$ cat config.mk
export PLATFORM = sky130hd
export DESIGN_NAME = multicycle_control_32
export DESIGN_NICKNAME = d
export VERILOG_FILES = /design/src/rtl/multicycle_control_32.sv
export SDC_FILE = /design/constraint.sdc
export NUM_CORES = 1
export LEC_CHECK = 0
export CORE_UTILIZATION = 34
export DETAILED_ROUTE_END_ITERATION = 16
export GPL_ROUTABILITY_DRIVEN = 0
export PLACE_DENSITY = 0.78
export SLEW_MARGIN = 20
export SYNTH_ARGS = -nofsm -noshare
export SYNTH_HDL_FRONTEND = slang
export SYNTH_SLANG_ARGS = --single-unit
$ cat constraint.sdc
create_clock -name clk -period 1.5 [get_ports clk]
set_input_delay 0.225 -clock clk [delete_from_list [all_inputs] [get_ports clk]]
set_output_delay 0.225 -clock clk [all_outputs]
set_load 0.1 [all_outputs]
$ cat src/rtl/multicycle_control_32.sv
// multicycle_control_32: main control FSM for the multicycle 32-bit MIPS datapath.
// A Moore machine steps each instruction through fetch, decode, execute, memory
// and write-back. It waits in FETCH, MEM_RD and MEM_WR until memory is ready.
//
// Ports:
//   clk, rst_n          rising-edge clock; synchronous active-low reset
//   opcode, func        instruction fields [31:26] and [5:0]
//   mem_ready           memory completes the current access this cycle
//   pc_write .. alu_src_a  single-bit datapath strobes and mux selects
//   alu_src_b           00 B, 01 const 4, 10 sext imm, 11 sext imm << 2
//   pc_source           00 ALU result, 01 ALUOut, 10 jump target, 11 rs
//   alu_op              00 add, 01 sub, 10 use func
//   err_illegal_opcode  sticky; set by an unsupported opcode in DECODE
//   state               current state code, for debug
//
// Build option: define MULTICYCLE_ADDI_EN to support addi (states 12-13).
module multicycle_control_32 (
  input  logic       clk,
  input  logic       rst_n,
  input  logic [5:0] opcode,
  input  logic [5:0] func,
  input  logic       mem_ready,
  output logic       pc_write,
  output logic       pc_write_cond,
  output logic       i_or_d,
  output logic       mem_read,
  output logic       mem_write,
  output logic       ir_write,
  output logic       mem_to_reg,
  output logic       reg_dst,
  output logic       reg_write,
  output logic       alu_src_a,
  output logic [1:0] alu_src_b,
  output logic [1:0] pc_source,
  output logic [1:0] alu_op,
  output logic       err_illegal_opcode,
  output logic [3:0] state
);

  localparam logic [5:0] OP_RTYPE = 6'b000000;
  localparam logic [5:0] OP_LW    = 6'b100011;
  localparam logic [5:0] OP_SW    = 6'b101011;
  localparam logic [5:0] OP_BEQ   = 6'b000100;
  localparam logic [5:0] OP_J     = 6'b000010;
`ifdef MULTICYCLE_ADDI_EN
  localparam logic [5:0] OP_ADDI  = 6'b001000;
`endif
  localparam logic [5:0] FN_JR    = 6'b001000;

  typedef enum logic [3:0] {
    ST_RESET     = 4'd0,
    ST_FETCH     = 4'd1,
    ST_DECODE    = 4'd2,
    ST_MEM_ADDR  = 4'd3,
    ST_MEM_RD    = 4'd4,
    ST_MEM_WB    = 4'd5,
    ST_MEM_WR    = 4'd6,
    ST_R_EXEC    = 4'd7,
    ST_R_WB      = 4'd8,
    ST_BRANCH    = 4'd9,
    ST_JUMP      = 4'd10,
    ST_JR        = 4'd11
`ifdef MULTICYCLE_ADDI_EN
    ,
    ST_ADDI_EXEC = 4'd12,
    ST_ADDI_WB   = 4'd13
`endif
  } state_t;

  state_t state_q, state_d;
  logic   err_q, err_d;

  // State and sticky error register
  always_ff @(posedge clk) begin
    if (!rst_n) begin
      state_q <= ST_RESET;
      err_q   <= 1'b0;
    end else begin
      state_q <= state_d;
      err_q   <= err_d;
    end
  end

  // Next-state and Moore output decode (FETCH strobes also gated by mem_ready)
  always_comb begin
    state_d       = state_q;
    err_d         = err_q;
    pc_write      = 1'b0;
    pc_write_cond = 1'b0;
    i_or_d        = 1'b0;
    mem_read      = 1'b0;
    mem_write     = 1'b0;
    ir_write      = 1'b0;
    mem_to_reg    = 1'b0;
    reg_dst       = 1'b0;
    reg_write     = 1'b0;
    alu_src_a     = 1'b0;
    alu_src_b     = 2'b00;
    pc_source     = 2'b00;
    alu_op        = 2'b00;

    case (state_q)
      ST_RESET: begin
        state_d = ST_FETCH;
      end
      ST_FETCH: begin
        mem_read  = 1'b1;
        alu_src_b = 2'b01;
        ir_write  = mem_ready;
        pc_write  = mem_ready;
        if (mem_ready) state_d = ST_DECODE;
      end
      ST_DECODE: begin
        alu_src_b = 2'b11;
        case (opcode)
          OP_LW, OP_SW: state_d = ST_MEM_ADDR;
          OP_RTYPE:     state_d = (func == FN_JR) ? ST_JR : ST_R_EXEC;
          OP_BEQ:       state_d = ST_BRANCH;
          OP_J:         state_d = ST_JUMP;
`ifdef MULTICYCLE_ADDI_EN
          OP_ADDI:      state_d = ST_ADDI_EXEC;
`endif
          default: begin
            err_d   = 1'b1;
            state_d = ST_FETCH;
          end
        endcase
      end
      ST_MEM_ADDR: begin
        alu_src_a = 1'b1;
        alu_src_b = 2'b10;
        // Only lw and sw reach here, and opcode is held stable since DECODE
        state_d   = (opcode == OP_SW) ? ST_MEM_WR : ST_MEM_RD;
      end
      ST_MEM_RD: begin
        mem_read = 1'b1;
        i_or_d   = 1'b1;
        if (mem_ready) state_d = ST_MEM_WB;
      end
      ST_MEM_WB: begin
        reg_write  = 1'b1;
        mem_to_reg = 1'b1;
        state_d    = ST_FETCH;
      end
      ST_MEM_WR: begin
        mem_write = 1'b1;
        i_or_d    = 1'b1;
        if (mem_ready) state_d = ST_FETCH;
      end
      ST_R_EXEC: begin
        alu_src_a = 1'b1;
        alu_op    = 2'b10;
        state_d   = ST_R_WB;
      end
      ST_R_WB: begin
        reg_dst   = 1'b1;
        reg_write = 1'b1;
        state_d   = ST_FETCH;
      end
      ST_BRANCH: begin
        alu_src_a     = 1'b1;
        alu_op        = 2'b01;
        pc_write_cond = 1'b1;
        pc_source     = 2'b01;
        state_d       = ST_FETCH;
      end
      ST_JUMP: begin
        pc_write  = 1'b1;
        pc_source = 2'b10;
        state_d   = ST_FETCH;
      end
      ST_JR: begin
        pc_write  = 1'b1;
        pc_source = 2'b11;
        state_d   = ST_FETCH;
      end
`ifdef MULTICYCLE_ADDI_EN
      ST_ADDI_EXEC: begin
        alu_src_a = 1'b1;
        alu_src_b = 2'b10;
        state_d   = ST_ADDI_WB;
      end
      ST_ADDI_WB: begin
        reg_write = 1'b1;
        state_d   = ST_FETCH;
      end
`endif
      // Unused codes recover to FETCH
      default: begin
        state_d = ST_FETCH;
      end
    endcase
  end

  assign err_illegal_opcode = err_q;
  assign state              = state_q;

endmodule

==> flow_metrics.tcl, run 1 <==
set metrics [dict create \
    outcome "did not finish" \
    failing_step "4_1_cts" \
    error "[ERROR DPL-0038] Utilization greater than 100%, impossible to legalize" \
    htree_num_levels 1 \
    avgSynthCellArea_sq_um 6.67 \
    cts.sinks 5 \
    synth_top_cell_area_share_pct 19.2 \
    syn_area_sq_um 520 \
    io_pins 36 \
    post-place-cells 132 \
    cts_buffers 3 \
    fp.dieW_um 41.1 \
    synth_cell_type_count 32 \
    cts_hold_buffers 0 \
    synthTopCellsByArea "dfxtp_1, nor2_1, nor3_1" \
    ys_warn_count 0 \
    yosysMostFrequentCell "nor2_1" \
    hpwl_mm 1.58 \
    clk_path_buf_depth 2 \
    cts_root_buffer "clkbuf_4" \
    syn-num-nets 93 \
    die_h_um 41.1 \
    ys_seq_area_share_pct 19.2 \
    ys.flop_type "dfxtp_1" \
    start_util_pct 38.1 \
    rows 13 \
    syn_inst 78 \
    portBuffers 35 \
    async_flop_share_pct 0 \
    cts_resized 18 \
    ys_ff_latch 5 \
    post_cts_buffers 14 \
    synth_top_area_cell "dfxtp_1" \
    synth-edff-count 0 \
    yosys-top-cells-count "nor2_1, nand2_1, nor3_1" \
]
-- stage by stage --
stage	hold WS [ps]	setup WS, ps	area (sq um)
after floorplan	334	-779	651
after detailed placement	567	-58.4	1250
after global placement	534	-4.98	1250
-- cell families after synthesis --
logic type      after synthesis  share of synthesized area, %
xor+xnor                      1                          1.68
compound gates               17                          26.0
flops                         5                          19.2
simple gates                 47                          44.7
mux                           1                          1.92
buf+inv                       7                          6.49
==> run 2: changes to the inputs <==
Settings changed: CORE_AREA set to 2 2 63 65, CORE_UTILIZATION 34 to not set, DIE_AREA set to 0 0 65 67, PLACE_DENSITY 0.78 to not set, PLACE_DENSITY_LB_ADDON set to 0.15.
==> run 2 against run 1 <==
Synthesized cell count did not move. Synthesized area is the same. The flow now finishes without violations.
==> flow_metrics.tcl, run 2 <==
set metrics [dict create \
    p_seq_share_pct 19.8 \
    final_cell_area_sq_mm 0.00153 \
    min_to "err_illegal_opcode" \
    final_cell_mix "buf_4, buf_12, clkdlybuf4s50_1, nor2_4, nor2_1" \
    yosysMostFrequentCell "nor2_1" \
    crit_required_ps 1270 \
    maxSlewViolCount 0 \
    finalCritPeriodShare_pct 99.7 \
    grt.total_usage_pct 10.9 \
    r2r-start "state[2]" \
    cts_root_buffer "clkbuf_8" \
    die-area_sq_mm 0.00436 \
    path_clk_slew_ps 40 \
    wl_met3_um 154 \
    max_slew.worst_pin.slew_ps 337 \
    start_util_pct 14.4 \
    met1Wirelength_um 811 \
    hold_viol 0 \
    drt_iter0_markers 18 \
    cts.sinks 5 \
    cp-start-kind "register" \
    cts_tree "yes" \
    grt_max_degree 14 \
    drv_cap 0 \
    synth-xor-area-share_pct 1.68 \
    antenna_found_initial 0 \
    fin_worst_skew_ps 3.26 \
    pwr-share-comb_pct 44.8 \
    async_flop_share_pct 0 \
    final_common_cell "buf_4" \
    avgSynthCellArea_sq_um 6.67 \
    power.switching_uw 253 \
    synthAdderAreaFrac_pct 0 \
    ys_ff_latch 5 \
    top_layer_used "met3" \
    drt_first_pass_iters 4 \
    rsz0062_at_grt "true" \
    path_cells "nor2b_2 -> and2_4 -> or2_4 -> buf_12" \
    hold_slack_ps 576 \
    crit_type "reg -> out" \
    syn_area_sq_um 520 \
    synth-edff-count 0 \
    synthTopCellsByArea "dfxtp_1, nor2_1, nor3_1" \
    diodes 0 \
    syn_inst 78 \
    fp.dieW_um 65 \
    p_sw_share_pct 35.9 \
    min_path_cells 2 \
    synth-simple-area-share_pct 44.7 \
    areaGrowthSynthToFinish_pct 193 \
    post-route-util_pct 42.3 \
    reg2reg_slack_ps 70 \
    syn-num-nets 93 \
    powerDensity_mw_per_mm2 463 \
    post-place-cells 167 \
    io_pins 36 \
    hp-start "err_illegal_opcode" \
    rows 22 \
    wire_per_inst_um 11.6 \
    route.detailed.drc 0 \
    fin_cells 185 \
    max_stage_delay_ps 340 \
    leakagePower_nw 0.598 \
    yosys-top-cells-count "nor2_1, nand2_1, nor3_1" \
    outcome "complete, no violations" \
    muxShareOfSynthArea_pct 1.92 \
    die_h_um 67 \
    viasPerCell 4.31 \
    synth_cell_type_count 32 \
    ys_warn_count 0 \
    cts_hold_buffers 0 \
    clock_latency_ps 220 \
    ys.flop_type "dfxtp_1" \
    htree_num_levels 1 \
    grt_first_pass_wirelength_mm 3.74 \
    hpwl_mm 1.61 \
    synth_top_area_cell "dfxtp_1" \
    place_area_sq_mm 0.00131 \
    met2_length_mm 1.18 \
    power_uw 706 \
    fin_crit_ps 1500 \
    crit_path_max_fanout 4 \
    hp-class "reg -> reg" \
    via_count 798 \
    drt-total-wl_mm 2.14 \
    cp.arrival_ps 1270 \
    grt_pass1_vias 823 \
    grt-ovfl-total 0 \
    synth_top_family_by_area "simple AND/OR/NAND/NOR gates" \
    synth_top_cell_area_share_pct 19.2 \
    drive_gt1_share_pct 59.1 \
    finalSetupViolCount 0 \
    final_nets 153 \
    portBuffers 35 \
    cp-end-kind "primary output" \
    regToRegEndpoint "state[1]" \
    rr_worst_depth 6 \
    ys_seq_area_share_pct 19.2 \
    clk_path_buf_depth 2 \
    p_int_uw 453 \
    relSlewSlack_pct 77.5 \
    largest_register_ffs 4 \
    synth_compound_area_share_pct 26.0 \
    peakVddDrop_uv 389 \
    slowest_stage "dfxtp_4" \
    max_freq_mhz 668 \
    cts_buffers 3 \
    core_area_sq_mm 0.00361 \
    power.share.clock_pct 35.4 \
    ant_nets 0 \
]
run 2: cell counts after synthesis:
Identical to the previous run, type by type.
run 2: layout make-up:
class                   instances  area, sq um
clock buffers                   4         45.0
fillers                       346         2080
inverters                       3         11.3
multi-input cells              66          543
flip-flops and latches          5          115
well taps                      48         60.1
repair buffers                 59          751
run 2: per-stage QoR:
step | setup TNS [ps] | setup WS (ps)
2_1_floorplan | -5190 | -779
4_1_cts | -1.33 | -1.33
3_3_place_gp | -74.5 | -32.5
5_1_grt | -124 | -34.0
3_5_place_dp | -84.8 | -34.6
6_report | 0 | 4.07
run 2: worst max-delay path by stage:
| stage | startpoint | end | slack, ps | depth (start not counted) |
|---|---|---|---|---|
| after floorplan | state[3] | reg_write | -780 | 4 |
| after global placement | mem_ready | pc_write | -30 | 5 |
| after detailed placement | mem_ready | pc_write | -30 | 5 |
| after CTS | state[1] | pc_write | -1 | 4 |
| after global routing | state[3] | reg_write | -30 | 4 |
| final | state[1] | pc_write | 4 | 4 |
run 2: cell families after synthesis:
logic type,count (synthesis)
DFF,5
AOI/OAI and AO/OA,17
xor gates and xnor gates,1
buffers and inverters,7
muxes,1
and+or+nand+nor,47
run 2: routing by layer:
metal	vias up	track usage, %
met5	-	0
met4	0	0.798
met3	0	3.04
met2	31	20.5
met1	368	12.6
li1	399	-
run 2: timing repair:
item	4_1_cts	5_1_grt
buffers inserted	13	1
cloned	0	0
hold endpoints to repair	0	0
setup endpoints to repair	12	12
resized for setup	10	8
pin swaps	2	1
run 2: worst max-delay path, delay by kind of cell (launching register included):
family | cells | cell delay (ps)
flip-flops | 1 | 340
AND/OR/NAND/NOR | 3 | 530
buffers and inverters | 1 | 170
run 2: power groups by stage:
stage | registers, mW | clock network [mW] | logic [mW]
CTS | 0.140 | 0.258 | 0.313
global placement | 0.149 | 0 | 0.287
global route | 0.141 | 0.272 | 0.332
floorplan | 0.165 | 0 | 0.146
detailed placement | 0.149 | 0 | 0.289
finish | 0.140 | 0.250 | 0.316
Note: power is estimated with default switching activity, not from simulation.
==> run 3: changes to the inputs <==
Settings changed: PLACE_DENSITY_LB_ADDON 0.15 to not set.
==> run 3 against run 2 <==
The run now ends with setup timing left. Routed wire length is 0.70% lower. Combinational power is 1% lower. Via count is 4.1% lower.
==> flow_metrics.tcl, run 3 (synthesis gave the netlist of run 2 again) <==
set metrics [dict create \
    htree_num_levels 1 \
    hpwl_mm 1.70 \
    cp.arrival_ps 1290 \
    powerDensity_mw_per_mm2 470 \
    place_area_sq_mm 0.00130 \
    relSlewSlack_pct 73.4 \
    die-area_sq_mm 0.00436 \
    rr_worst_depth 5 \
    seqCellArea_sq_um 115 \
    largest_register_ffs 4 \
    violations "setup timing" \
    post-place-cells 166 \
    drt_iter0_markers 14 \
    cts_root_buffer "clkbuf_8" \
    drt_first_pass_iters 6 \
    path_clk_slew_ps 30 \
    nFillCells 356 \
    met1Wirelength_um 791 \
    met2_length_mm 1.17 \
    fin_crit_ps 1520 \
    rsz0062_at_grt "true" \
    multi_input_area_sq_um 534 \
    reg2reg_slack_ps 120 \
    peakVddDrop_uv 210 \
    wire_per_inst_um 11.8 \
    route.detailed.drc 0 \
    cts_buffers 3 \
    grt_pass1_vias 798 \
    top_layer_used "met4" \
    hold_viol 0 \
    die_h_um 67 \
    core_area_sq_mm 0.00361 \
    setup_ws_ps -16.7 \
    grt_first_pass_wirelength_mm 3.64 \
    max_slew.worst_pin.slew_ps 400 \
    antenna_found_initial 0 \
    outcome "finished with violations" \
    cts_tree "yes" \
    max_freq_mhz 659 \
    fin_cells 180 \
    cp-end-kind "primary output" \
    wl_met3_um 118 \
    min_to "err_illegal_opcode" \
    final_cell_mix "buf_12, buf_4, clkdlybuf4s50_1, nor2_1, nor2_4" \
    rows 22 \
    crit_path_max_fanout 8 \
    hp-class "reg -> reg" \
    grt-ovfl-total 0 \
    finalCritPeriodShare_pct 101 \
    cp-start-kind "register" \
    viasPerCell 4.25 \
    final_common_cell "buf_12" \
    drv_cap 0 \
    areaGrowthSynthToFinish_pct 187 \
    drt-total-wl_mm 2.13 \
    regToRegEndpoint "state[2]" \
    final_cell_area_sq_mm 0.00150 \
    final_nets 148 \
    crit_required_ps 1270 \
    clock_latency_ps 220 \
    cts.sinks 5 \
    r2r-start "state[2]" \
    hold_slack_ps 575 \
    grt.total_usage_pct 10.8 \
    ant_nets 0 \
    finalSetupViolCount 1 \
    crit_type "reg -> out" \
    io_pins 36 \
    maxSlewViolCount 0 \
    fp.dieW_um 65 \
    final.setup.tns_ps -16.7 \
    clk_path_buf_depth 2 \
    fin_worst_skew_ps 0.865 \
    min_path_cells 2 \
    diodes 0 \
    grt_max_degree 11 \
    portBuffers 35 \
    power_uw 703 \
    cts_hold_buffers 0 \
    start_util_pct 14.4 \
    leakagePower_nw 0.573 \
    via_count 765 \
    hp-start "err_illegal_opcode" \
    drive_gt1_share_pct 56.1 \
]
## run 3: repair_timing
item                       in CTS  in global routing
pin swaps                       2                  6
gates resized for setup        11                  4
buffers inserted                3                  7
setup endpoints to repair       8                  8
## run 3: worst max-delay path, cell delays in order, from the launching register on
cell	delay, ps
dfxtp_4	380
buf_6	140
xnor2_4	120
nor3_4	220
buf_12	200
## run 3: worst max path at each step
stage,slack [ps],to,cells past startpoint,startpoint
floorplan,-780,reg_write,4,state[3]
global placement,-110,state[2],5,opcode[3]
detailed placement,-130,state[2],5,opcode[3]
CTS,-50,mem_read,4,state[2]
global route,-70,mem_read,4,state[2]
finish,-20,mem_read,4,state[2]
## run 3: metal layers
| layer | up-vias | global-route usage [%] |
|---|---|---|
| met2 | 23 | 20.0 |
| met1 | 346 | 11.2 |
| met3 | 6 | 2.53 |
| met5 | - | 0 |
| met4 | 0 | 5.59 |
| li1 | 390 | - |
## run 3: per-stage QoR
| step | setup slack [ps] | util (%) |
|---|---|---|
| after detailed placement | -133 | 36.2 |
| after global routing | -73.0 | 41.5 |
| after global placement | -105 | 36.2 |
| after CTS | -51.5 | 38.9 |
| final | -16.7 | 41.5 |
| after floorplan | -779 | - |
## run 3: area by class of cell
| class | count | area share, % |
|---|---|---|
| flip-flops and latches | 5 | 7.70 |
| inverters | 3 | 0.753 |
| repair buffers | 54 | 48.8 |
| well taps | 48 | 4.02 |
| multi-input cells | 66 | 35.7 |
| clock buffers | 4 | 3.01 |
## run 3: where the power goes
part,total [mW],internal [mW],switching [mW]
logic,0.312,0.138,0.174
registers,0.144,0.133,0.0116
clock network,0.246,0.182,0.0642
total,0.703,0.453,0.250
